`config.mk`:
```
export PLATFORM = sky130hd
export DESIGN_NAME = mem_arbiter
export DESIGN_NICKNAME = d
export VERILOG_FILES = /design/src/rtl/mem_arbiter.sv
export SDC_FILE = /design/constraint.sdc
export NUM_CORES = 1
export LEC_CHECK = 0
export CAP_MARGIN = 20
export CORE_MARGIN = 3
export CORE_UTILIZATION = 45
export CTS_CLUSTER_SIZE = 8
export DETAILED_ROUTE_END_ITERATION = 10
export PLACE_DENSITY = 0.9
export RECOVER_POWER = 100
export SLEW_MARGIN = 10
export SYNTH_ARGS = -nofsm -noshare
export SYNTH_HDL_FRONTEND = slang
export SYNTH_SLANG_ARGS = --single-unit
```
`constraint.sdc`:
```
create_clock -name clk -period 12.2 [get_ports clk]
set_input_delay 3.05 -clock clk [delete_from_list [all_inputs] [get_ports clk]]
set_output_delay 3.05 -clock clk [all_outputs]
set_load 0.02 [all_outputs]
```
`src/rtl/mem_arbiter.sv`:
```
// Arbitrates an instruction-fetch port and a data port onto one memory port.
// Conflicts alternate between the two, and each transaction aborts after TIMEOUT wait cycles.
module mem_arbiter #(
  parameter int unsigned ADDR_WIDTH = 32,
  parameter int unsigned DATA_WIDTH = 32,
  parameter int unsigned TIMEOUT    = 16
) (
  input  logic                      clk,
  input  logic                      rst,
  input  logic                      if_req,
  input  logic [ADDR_WIDTH-1:0]     if_addr,
  output logic                      if_ack,
  output logic [DATA_WIDTH-1:0]     if_rdata,
  input  logic                      d_req,
  input  logic                      d_we,
  input  logic [ADDR_WIDTH-1:0]     d_addr,
  input  logic [DATA_WIDTH-1:0]     d_wdata,
  input  logic [DATA_WIDTH/8-1:0]   d_be,
  output logic                      d_ack,
  output logic [DATA_WIDTH-1:0]     d_rdata,
  output logic                      err,
  output logic                      mem_req,
  output logic                      mem_we,
  output logic [ADDR_WIDTH-1:0]     mem_addr,
  output logic [DATA_WIDTH-1:0]     mem_wdata,
  output logic [DATA_WIDTH/8-1:0]   mem_be,
  input  logic                      mem_ready,
  input  logic [DATA_WIDTH-1:0]     mem_rdata
);

  localparam int unsigned CNT_WIDTH = 8;
  localparam logic [CNT_WIDTH-1:0] WAIT_LAST = CNT_WIDTH'(TIMEOUT - 1);

  typedef enum logic [1:0] {IDLE, BUSY, ACK} state_t;

  state_t                 state;
  logic                   owner_d;       // 1 = data port owns the transaction
  logic                   last_owner_d;  // 1 = data port was granted last
  logic [CNT_WIDTH-1:0]   wait_cnt;
  logic                   grant_d_c;
  logic                   timeout_c;
  logic [DATA_WIDTH-1:0]  load_word_c;

  // On conflict the port that was not served last wins.
  assign grant_d_c   = d_req && (!if_req || !last_owner_d);
  assign timeout_c   = (wait_cnt == WAIT_LAST);
  assign load_word_c = (mem_ready && !mem_we) ? mem_rdata : '0;

  always_ff @(posedge clk or posedge rst) begin
    if (rst) begin
      state        <= IDLE;
      owner_d      <= 1'b0;
      last_owner_d <= 1'b1;
      wait_cnt     <= '0;
      if_ack       <= 1'b0;
      d_ack        <= 1'b0;
      err          <= 1'b0;
      if_rdata     <= '0;
      d_rdata      <= '0;
      mem_req      <= 1'b0;
      mem_we       <= 1'b0;
      mem_addr     <= '0;
      mem_wdata    <= '0;
      mem_be       <= '0;
    end else begin
      if_ack <= 1'b0;
      d_ack  <= 1'b0;
      err    <= 1'b0;
      case (state)
        IDLE: begin
          if (if_req || d_req) begin
            owner_d      <= grant_d_c;
            last_owner_d <= grant_d_c;
            mem_req      <= 1'b1;
            mem_we       <= grant_d_c ? d_we : 1'b0;
            mem_addr     <= grant_d_c ? d_addr : if_addr;
            mem_wdata    <= grant_d_c ? d_wdata : '0;
            mem_be       <= grant_d_c ? d_be : '1;
            wait_cnt     <= '0;
            state        <= BUSY;
          end
        end
        BUSY: begin
          // Completion or abort; a timed-out transaction returns zero data.
          if (mem_ready || timeout_c) begin
            mem_req <= 1'b0;
            err     <= !mem_ready;
            state   <= ACK;
            if (owner_d) begin
              d_ack   <= 1'b1;
              d_rdata <= load_word_c;
            end else begin
              if_ack   <= 1'b1;
              if_rdata <= load_word_c;
            end
          end else begin
            wait_cnt <= wait_cnt + CNT_WIDTH'(1);
          end
        end
        ACK: begin
          state <= IDLE;
        end
        default: begin
          state <= IDLE;
        end
      endcase
    end
  end

endmodule

```
# Word level (Yosys, flattened, before mapping)
# Index checks and enable logic that the tools add are counted.
[word_totals] register_bits=149 out_inout_bits=137
[op_classes] reduce_logical=17 eq_ne=5 add_sub_neg=1 mux=22 bitwise=1
[op_table] op="$mux 32" count=3
[op_table] op="$mux 8" count=2
[op_table] op="$pmux 8 s2" count=1
[op_table] op="$reduce_and 3->1" count=4
[op_table] op="$mux 1" count=11
[op_table] op="$add 8x1->8 const B" count=1
[op_table] op="$eq 8x4->1 const B" count=1
[op_table] op="$ne 2x2->1 const B" count=3
[op_table] op="$logic_not 1->1" count=4
[op_table] op="$mux 2" count=2
[op_table] op="$mux 4" count=1
[op_table] op="$pmux 2 s2" count=1
[op_table] op="$reduce_and 2->1" count=2
[op_table] op="$logic_or 1x1->1" count=3
[op_table] op="$eq 2x1->1 const B" count=1
[op_table] op="$logic_and 1x1->1" count=2
[op_table] op="$logic_not 2->1" count=1
[op_table] op="$pmux 1 s2" count=1
[op_table] op="$reduce_bool 2->1" count=1
[op_table] op="$not 1->1" count=1

# Logic depth before layout (Yosys ltp)
[logic_depth] ltp_word=4 depth_mapped=7

# Worst setup path before layout
# OpenSTA, ideal clock, no wires.
[synth_timing] path_kind="input-to-reg" from="in if_req" to="reg mem_wdata[10]" required_ns=12.134 cell_stages=4 setup_ns=0.066 setup_slack_ns=8.113 arrival_ns=4.021 cell_sequence="o21ai_0 -> clkbuf_1 -> buf_1 -> a22o_1"
[synth_between] elab_chain_cells=4 elab_cells_between_ends=6 classes_between="mux: 1; reduce/logical: 5"
[synth_lines] element="start: declaration" line_no="10" text="input logic if_req,"
[synth_lines] element="$logic_not 1->1" line_no="45" text="assign grant_d_c = d_req && (!if_req || !last_owner_d);"
[synth_lines] element="$logic_or 1x1->1" line_no="45"
[synth_lines] element="$logic_and 1x1->1" line_no="45"
[synth_lines] element="$mux 32" line_no="77" text="mem_wdata <= grant_d_c ? d_wdata : '0;"
[synth_lines] element="end signal: assignment" line_no="77"
[synth_lines] element="end: declaration" line_no="25" text="output logic [DATA_WIDTH-1:0] mem_wdata,"
# Parallel ways exist; a longest one is shown, timed or not.
# A chain may end at the register's enable or synchronous reset.

# Worst setup path in the final report
[layout_timing] from="in if_req" to="reg mem_addr[8]"
[layout_between] elab_chain_cells=4 elab_cells_between_ends=6 classes_between="mux: 1; reduce/logical: 5"
[layout_lines] element="$logic_not 1->1" line_no="45"
[layout_lines] element="$logic_or 1x1->1" line_no="45"
[layout_lines] element="$logic_and 1x1->1" line_no="45"
[layout_lines] element="$mux 32" line_no="76" text="mem_addr <= grant_d_c ? d_addr : if_addr;"
[layout_lines] element="end signal: assignment" line_no="76"
[layout_lines] element="end: declaration" line_no="24" text="output logic [ADDR_WIDTH-1:0] mem_addr,"
# Parallel ways exist; a longest one is shown, timed or not.

==> flow_metrics.tcl <==
set metrics [dict create \
    status "complete, but fails checks" \
    violations "max-capacitance violations, max-slew violations" \
    crit_path_max_incr_delay_ns 2.74 \
    cp_top_family "buffers and inverters" \
    path_max_fanout 100 \
    synth_seq_cells 149 \
    path_clk_slew_ns 0.06 \
    wl_um 18300 \
    yosys.area_share.xor_xnor_pct 0 \
    final_util_pct 72.9 \
    via_per_inst 5.58 \
    drc 0 \
    hold_violations 0 \
    crit_required_ns 12.29 \
    postCtsHoldBufs 0 \
    die-area_um2 14600 \
    synth_seq_area_share_pct 62.9 \
    clk_latency_ns 0.40 \
    worstPathArrival_ns 7.24 \
    antenna_found_initial 0 \
    cp_num_buf_inv 2 \
    synth_cells 450 \
    p_leak_nw 4.21 \
    vias 4976 \
    synth_area_per_cell_um2 13.2 \
    htreeDepth 4 \
    wl_per_cell_um 20.5 \
    root_buffer "clkbuf_16" \
    ant_nets 0 \
    die_w_um 121 \
    synth_nets 589 \
    syn_to_final_growth_pct 56.4 \
    slew_violations 206 \
    min_path_cells 2 \
    hold_slack_ns 0.476 \
    layout-drive-gt1-share_pct 5.42 \
    max-vdd-ir-drop_uv 185 \
    synth_ff_type "dfrtp_1" \
    numCtsBuffers 17 \
    max_slew_margin_pct -155 \
    critPathSlowestCell "clkbuf_1" \
    fin_setup_tns_ns 0 \
    cts_num_sinks 149 \
    setup_viol 0 \
    fin_crit_ns 7.15 \
    drtIter0Drc 437 \
    fmax_ghz 0.140 \
    synth_compound_area_share_pct 21.5 \
    worst_r2r_startpoint "state[1]$_DFFE_PP0P_" \
    dp_slack_ns 7.04 \
    cpMostUsedCell "o21ai_0" \
    synthMuxAreaShare_pct 5.41 \
    worstHoldPathType "register to register" \
    die_y_um 121 \
    dpl.cell_count 859 \
    place_congestion 0.871 \
    yosys.area_share.simple_pct 5.74 \
    async_reset_ff_share_pct 100 \
    nets 845 \
    fin_crit_sh_pct 58.6 \
    ys_types 37 \
    worstPathCellList "dlygate4sd3_1 -> o21ai_0 -> clkbuf_1 -> o21ai_0" \
    start_kind "input port" \
    grt_usage_pct 24.9 \
    grt_pass1_vias 5190 \
    postCtsSetupBuffers 0 \
    skew_ns 0.00837 \
    maxCapViolations 3 \
    port_buffers 274 \
    rows 41 \
    drt_pass1_iterations 4 \
    post_cts_resized 0 \
    synth_fa_ha_area_share_pct 0.211 \
    clockBufferDepth 2 \
    reg2reg_to "mem_addr[8]$_DFFE_PP0P_" \
    min_from "mem_addr[18]$_DFFE_PP0P_" \
    rrSetupSlack_ns 7.93 \
    setup_ws_ns 5.05 \
    overflow 0 \
    initial_core_util_pct 46.6 \
    synth_top_family_by_area "compound AO/OA/AOI/OAI gates" \
    rsz0062_at_grt "no" \
    power_per_cell_area_nw_per_um2 269 \
    synth_edf_count 0 \
    design_area_um2 9270 \
    hpwl_um 13300 \
    worstHoldEndpoint "mem_addr[18]$_DFFE_PP0P_" \
    worst_slew_pin_slew_ns 3.83 \
    final-instance-count-excl-fill 892 \
    yosysWarningCount 0 \
    end_kind "register" \
    cts_tree "yes" \
    synth_area_um2 5930 \
    placement.cell_area_um2 8720 \
    total_power_mw 2.49 \
    grt_pass1_wl_um 28100 \
    grt_start_max_net_pins 101 \
    reg2reg_depth 4 \
    core_area_um2 12700 \
    crit_type "input port to register" \
    io_pins 275 \
]
-- cells in the mapped netlist, drive strengths merged (2+ instances only) --
library cell | number | share of area, %
a32o | 64 | 11
and2 | 2 | 0.21
nor2 | 4 | 0.38
buf | 26 | 2.9
nand2 | 42 | 2.7
o21ai | 36 | 3.0
a22o | 33 | 4.9
clkbuf | 16 | 1.0
a211o | 3 | 0.44
mux2i | 32 | 5.4
a21oi | 4 | 0.40
nand2b | 3 | 0.57
nand3 | 5 | 0.42
o21a | 2 | 0.25
o22a | 4 | 0.59
dfrtp | 148 | 62
and3 | 5 | 0.53
nor2b | 2 | 0.21
a21o | 2 | 0.25
inv | 4 | 0.25
nor3 | 3 | 0.25
-- state kept, by name, indices dropped and copies added (netlist names) --
register      cells
d_ack             1
d_rdata          32
err               1
if_ack            1
if_rdata         32
last_owner_d      1
mem_addr         32
mem_be            4
mem_req           1
mem_wdata        32
mem_we            1
owner_d           1
state             2
wait_cnt          8
-- report_power, final --
group	total (mW)	switching, mW	internal, mW
Combinational	1.12	0.625	0.492
Clock	0.525	0.198	0.327
Sequential	0.850	0.135	0.715
-- worst max-delay path by stage --
| stage | cells after the start | startpoint | endpoint | slack [ns] |
|---|---|---|---|---|
| after CTS | 4 | d_req | mem_wdata[1]$_DFFE_PP0P_ | 7.46 |
| after global placement | 4 | d_req | mem_wdata[0]$_DFFE_PP0P_ | 7.18 |
| after detailed placement | 4 | d_req | mem_wdata[1]$_DFFE_PP0P_ | 7.04 |
| final | 4 | if_req | mem_addr[8]$_DFFE_PP0P_ | 5.05 |
| after floorplan | 1 | rst | d_ack$_DFF_PP0_ | 5.14 |
| after global routing | 4 | if_req | mem_addr[8]$_DFFE_PP0P_ | 4.59 |
-- cells by family after synthesis --
group,after synthesis
muxes,32
and+or+nand+nor,68
DFF,149
adders and majority gates,1
AOI/OAI and AO/OA,154
buffers and inverters,46
-- per-layer routing --
layer | vias to the layer above | GRT usage [%] | part of all wire, %
li1 | 2236 | - | -
met3 | 39 | 6.64 | 7.8
met2 | 265 | 42.0 | 51
met4 | 0 | 10.3 | 3.1
met5 | - | 0 | 0
met1 | 2436 | 30.3 | 38
-- cell usage in the layout (no fill, tap or decap), types with 2 or more instances in the layout --
cell type / count
nand2b_1: 3
clkinv_2: 3
inv_1: 3
dlygate4sd3_1: 140
clkbuf_16: 17
o22a_1: 4
clkbuf_1: 4
o21a_1: 2
a211o_1: 3
a21o_1: 2
clkinv_4: 2
nor2_1: 3
o21ai_0: 36
bufinv_16: 3
a21oi_1: 4
a32o_1: 64
a22o_1: 33
nor3_1: 3
nand3_1: 5
nand2_1: 42
clkdlybuf4s50_1: 134
buf_4: 3
dfrtp_1: 148
clkinvlp_4: 3
and3_1: 5
mux2i_1: 32
-- cell type report --
type / instances / area (um2)
Clock inverter: 12 / 154
Sequential cell: 149 / 3730
Fill cell: 856 / 3450
Inverter: 4 / 16.3
Multi-Input combinational cell: 255 / 1930
Timing Repair Buffer: 279 / 2770
Antenna cell: 1 / 2.50
Clock buffer: 20 / 447
Tap cell: 172 / 215
-- worst min-delay path, delay by kind of cell, from the launching register on --
family	cells	cell delay, ns
DFF	1	0.34
and+or+nand+nor	1	0.05
AOI/OAI and AO/OA	1	0.06
(Power assumes the default switching activity.)
==> RTL edit 1 (config.mk and constraints unchanged) <==
The parameter `DATA_WIDTH` goes from 32 to 48.
--- a/src/rtl/mem_arbiter.sv
+++ b/src/rtl/mem_arbiter.sv
@@ -4,3 +4,3 @@
   parameter int unsigned ADDR_WIDTH = 32,
-  parameter int unsigned DATA_WIDTH = 32,
+  parameter int unsigned DATA_WIDTH = 48,
   parameter int unsigned TIMEOUT    = 16
Interface: changed (7 resized); port bits go from 275 to 359. The function was not compared with the original's and may differ.
==> RTL edit 1 against the unedited design <==
  * The run still ends with max-capacitance violations, max-slew violations left
  * Synthesized area grew 26%
  * Routed wire length grew 29%
  * Critical endpoint is now wait_cnt[4]$_DFFE_PP0P_
  * Sequential cell count grew 50
  * Final area grew 28%
  * Power grew 27%
  * Critical path depth grew 1
  * Register-to-register slack lost 0.34 ns
  * Combinational power grew 31%
  * Worst setup slack lost 0.39 ns
  * Count of clock-buffer cells in the layout shrank 3
  * Fmax shrank 5.2%
  * Sequential power grew 33%
  * Highest routed layer unchanged
  * Largest cell class unchanged
  * Sequential share of layout area grew 1.9 points
==> RTL edit 1: results (changes against the unedited design) <==
| Metric | Value |
|---|---|
| I/O Buffers | 358 (+31%) |
| Non-filler instance count after layout | 1124 (+26%) |
| Min-delay src | mem_addr[27]$_DFFE_PP0P_ |
| Maximum vdd drop | 0.185 mV (-0.37%) |
| Total iterations of the first detailed-routing run | 5 (+1) |
| Status | finished with violations |
| Final hold slack | 0.473 ns (-0.00269 ns) |
| Number of max-cap violations | 5 (+2) |
| Slew headroom | -2.35 (-0.797) |
| R2R setup slack | 7.59 ns (-0.34 ns) |
| LEAKAGE | 0.00548 uW (+30%) |
| First-pass GRT wire length | 35500 microns (+26%) |
| Max Slew Vio Count | 355 (+72%) |
| Average via count per standard cell | 5.43 (-2.7%) |
| Reg2reg start | state[0]$_DFFE_PP0P_ |
| Clk_lat worst skew | 0.43 ns (+0.03 ns) |
| Crit-path max FO | 101 (+1.0%) |
| Seq/Total Area, Yosys | 0.667 (+0.0377) |
| Total wire length | 23600 microns (+29%) |
| Fraction of layout cells with a size suffix above 1 | 0.0452 (-0.00904) |
| Tot GR Track Use | 0.256 (+0.00687) |
| Syn_area_per_cell | 13.5 sq um (+2.9%) |
| Setup Skew | 0.0171 ns (+0.00877 ns) |
| Post-synth net total | 724 (+23%) |
| Fillers | 1011 (+18%) |
| Failing checks | max-capacitance violations, max-slew violations |
[RTL edit 1: changes by cell type after synthesis, sizes merged, moves of 8 or more]
cell and delta:
a22o +113, a32o -64, buf -8, clkbuf +8, dfrtp +50
[RTL edit 1: cell families (layout without fill, tap and decap cells)]
logic type / Yosys count / in the layout / share of synthesized area
multiplexers: 32 / 32 / 0.0429
other: 0 / 1 / 0
buffers and inverters: 48 / 404 / 0.0273
AND/OR/NAND/NOR: 67 / 67 / 0.0419
flip-flops: 199 / 199 / 0.667
AO/OA/AOI/OAI: 203 / 203 / 0.218
adder cells (fa/ha/maj): 1 / 1 / 0.00168
XOR/XNOR: 1 / 1 / 0.00117
[RTL edit 1: cell type report]
cell class	count	area, sq um	share of cell area
tap	216	270	0.0229
timing repair buffer	366	3640	0.308
clock inverter	15	181	0.0153
multi-input combinational	304	2300	0.194
clock buffer	17	425	0.0360
sequential	199	4980	0.421
inverter	6	23.8	0.00201
antenna	1	2.50	0.000212
[RTL edit 1: metrics by stage]
| step | instance area (sq um) | setup slack (ns) | utilization |
|---|---|---|---|
| 5_1_grt | 11800 | 4.22 | 0.736 |
| 6_report | 11800 | 4.66 | 0.736 |
| 3_3_place_gp | 11200 | 6.75 | 0.699 |
| 2_1_floorplan | 7470 | 3.73 | - |
| 3_5_place_dp | 11200 | 6.64 | 0.699 |
| 4_1_cts | 11800 | 7.11 | 0.737 |
[RTL edit 1: metal layers]
metal / part of all wire / vias up / GRT usage
li1: - / 2761 / -
met1: 0.37 / 3011 / 0.320
met5: 0 / - / 0
met3: 0.086 / 30 / 0.0682
met2: 0.52 / 297 / 0.436
met4: 0.020 / 0 / 0.0809
[RTL edit 1: power by group]
part           switching, uW  total [uW]  leakage, uW  internal [uW]
Combinational            800        1470      0.00267            668
Sequential               169        1130      0.00252            957
Clock                    270         564     0.000290            294
Total                   1240        3160      0.00548           1920
[RTL edit 1: how the worst max path moves through the flow]
stage | startpoint | endpoint | depth (start not counted)
2_1_floorplan | rst | d_ack$_DFF_PP0_ | 1
3_3_place_gp | if_req | wait_cnt[4]$_DFFE_PP0P_ | 5
3_5_place_dp | if_req | wait_cnt[4]$_DFFE_PP0P_ | 5
4_1_cts | if_req | wait_cnt[4]$_DFFE_PP0P_ | 5
5_1_grt | if_req | wait_cnt[4]$_DFFE_PP0P_ | 5
6_report | if_req | wait_cnt[4]$_DFFE_PP0P_ | 5
[RTL edit 1: worst max-delay path, cell delays in order]
cell	delay (ns)
dlygate4sd3_1	0.61
o21ai_4	0.45
clkbuf_1	2.73
a2111oi_0	0.52
a211o_1	0.43
==> RTL edit 2 (config.mk and constraints unchanged) <==
Made on the original files. Encoding of `state_t`: now one-hot (3 bits for 3 states).
--- a/src/rtl/mem_arbiter.sv
+++ b/src/rtl/mem_arbiter.sv
@@ -33,3 +33,3 @@
 
-  typedef enum logic [1:0] {IDLE, BUSY, ACK} state_t;
+  typedef enum logic [2:0] {IDLE = 3'b001, BUSY = 3'b010, ACK = 3'b100} state_t;
 
Function: no difference found for any inputs over 4 cycles, from zero or initial values and one cycle with rst high; so few cycles prove little.
==> RTL edit 2 against the unedited design <==
  * The flow still finishes with violations (max-capacitance violations, max-slew violations)
  * Non-clock buffer count increased by 2
  * Power decreased by 5.5%
  * Synthesized area increased by 0.78%
  * Die area increased by 0.75%
  * Combinational power decreased by 11%
  * Sequential cell count increased by 1
  * Count of clock-buffer cells in the layout decreased by 1
  * Worst setup slack got worse by 0.014 ns
  * Core utilization increased by 0.88 points
  * Routed wire length decreased by 5.6%
  * Final area increased by 1.6%
  * Fmax decreased by 0.19%
==> RTL edit 2: results (changes against the unedited design) <==
| Metric | Value |
|---|---|
| First-pass GRT wire length | 27500 microns (-2.1%) |
| Vias in the first global route | 5175 (-0.29%) |
| Non-filler instance count after layout | 894 (+0.22%) |
| CTS max path bufs | 2 (unchanged) |
| Vias | 5031 (+1.1%) |
| WHS Endpoint | mem_addr[11]$_DFFE_PP0P_ |
| Synth Area in Compound Gates | 0.210 (-0.00544) |
| Top post-synthesis cells by area | dfrtp_1, a32o_1, mux2i_1 |
| R2R setup slack | 7.83 ns (-0.10 ns) |
| Tot GR Track Use | 0.239 (-0.00941) |
| Setup Skew | 0.00918 ns (+0.000807 ns) |
| LEAKAGE | 0.00428 uW (+1.7%) |
| Final hold slack | 0.473 ns (-0.00325 ns) |
| YS warnings | 0 (unchanged) |
| Min cycle time layout | 7.16 ns (+0.0138 ns) |
| GP Congestion | 0.808 (-7.1%) |
| Post-CTS Resized | 0 (unchanged) |
| Netlist cell types | 42 (+14%) |
| Post-synth net total | 588 (-0.17%) |
| Gate Count Post-Synth | 449 (-0.22%) |
| Min-delay src | mem_addr[11]$_DFFE_PP0P_ |
| Most common library cells after synthesis | dfrtp_1, a32o_1, nand2_1 |
| Die width | 121 microns (+0.37%) |
| Place WS | 6.60 ns (-0.447 ns) |
| Nets | 848 (+0.36%) |
| Crit-path max FO | 107 (+7.0%) |
| Slowest stage cell, crit path | clkbuf_1 |
| Fraction of layout cells with a size suffix above 1 | 0.0665 (+0.0122) |
| Antenna diode count | 0 (-1) |
| Failing checks | max-capacitance violations, max-slew violations |
| Maximum vdd drop | 0.132 mV (-29%) |
| Antenna violations before repair | 0 (unchanged) |
| Worst reg2reg path depth | 5 (+1) |
| Reg2reg start | state[0]$_DFFE_PP1P_ |
| Seq/Total Area, Yosys | 0.629 (about the same) |
| Placed insts | 860 (+0.12%) |
| Number of max-cap violations | 4 (+1) |
| Placed inst area | 8790 sq um (+0.79%) |
| Iteration-0 DRC Markers | 544 (+24%) |
| Slowest stage delay, CP | 2.81 ns (+0.07 ns) |
| Wire per inst | 19.3 microns (-5.8%) |
| Multiplexer share of the synthesized area | 0.0570 (+0.00293) |
| Largest net degree at the start of global routing | 108 (+6.9%) |
| Post-DP HPWL | 12300 microns (-7.6%) |
| Synth top area share | 0.620 (-0.00484) |
| Status | finished with violations |
| XOR/XNOR Fraction of Synth Area | 0 (unchanged) |
| Slew headroom | -1.68 (-0.128) |
| Area share of fa/ha/maj cells after synthesis | 0.00210 (-0.0000164) |
| Setup crit end | wait_cnt[7]$_DFFE_PP0P_ |
| Max Slew Vio Count | 247 (+20%) |
| Crit path arrival time | 7.48 ns (+0.24 ns) |
==> RTL edit 2: changes by cell type after synthesis, moves of 3 or more <==
cell / delta
and3_1: -3
buf_1: -5
buf_2: +5
o21ai_0: -30
o21ai_1: +31
==> RTL edit 2: layout make-up <==
type                    instances  area, sq um
flip-flops and latches        150         3760
fillers                       788         3350
repair buffers                281         2840
multi-input cells             256         1980
clock buffers                  19          443
well taps                     172          215
clock inverters                13          171
inverters                       3         12.5
==> RTL edit 2: worst max-delay path: cells and delay by family <==
kind,cells,cell delay (ns)
buffers and inverters,2,3.45
AOI/OAI and AO/OA,3,0.96
==> RTL edit 2: per-layer routing <==
layer | share of wire | global-route usage
met2 | 0.50 | 0.389
met5 | 0 | 0
met3 | 0.085 | 0.0746
met1 | 0.39 | 0.305
met4 | 0.017 | 0.0833
==> RTL edit 2: power by group <==
group	leakage, uW	internal, uW	switching [uW]
Combinational	0.00207	459	543
Sequential	0.00191	698	117
Clock	0.000295	330	207
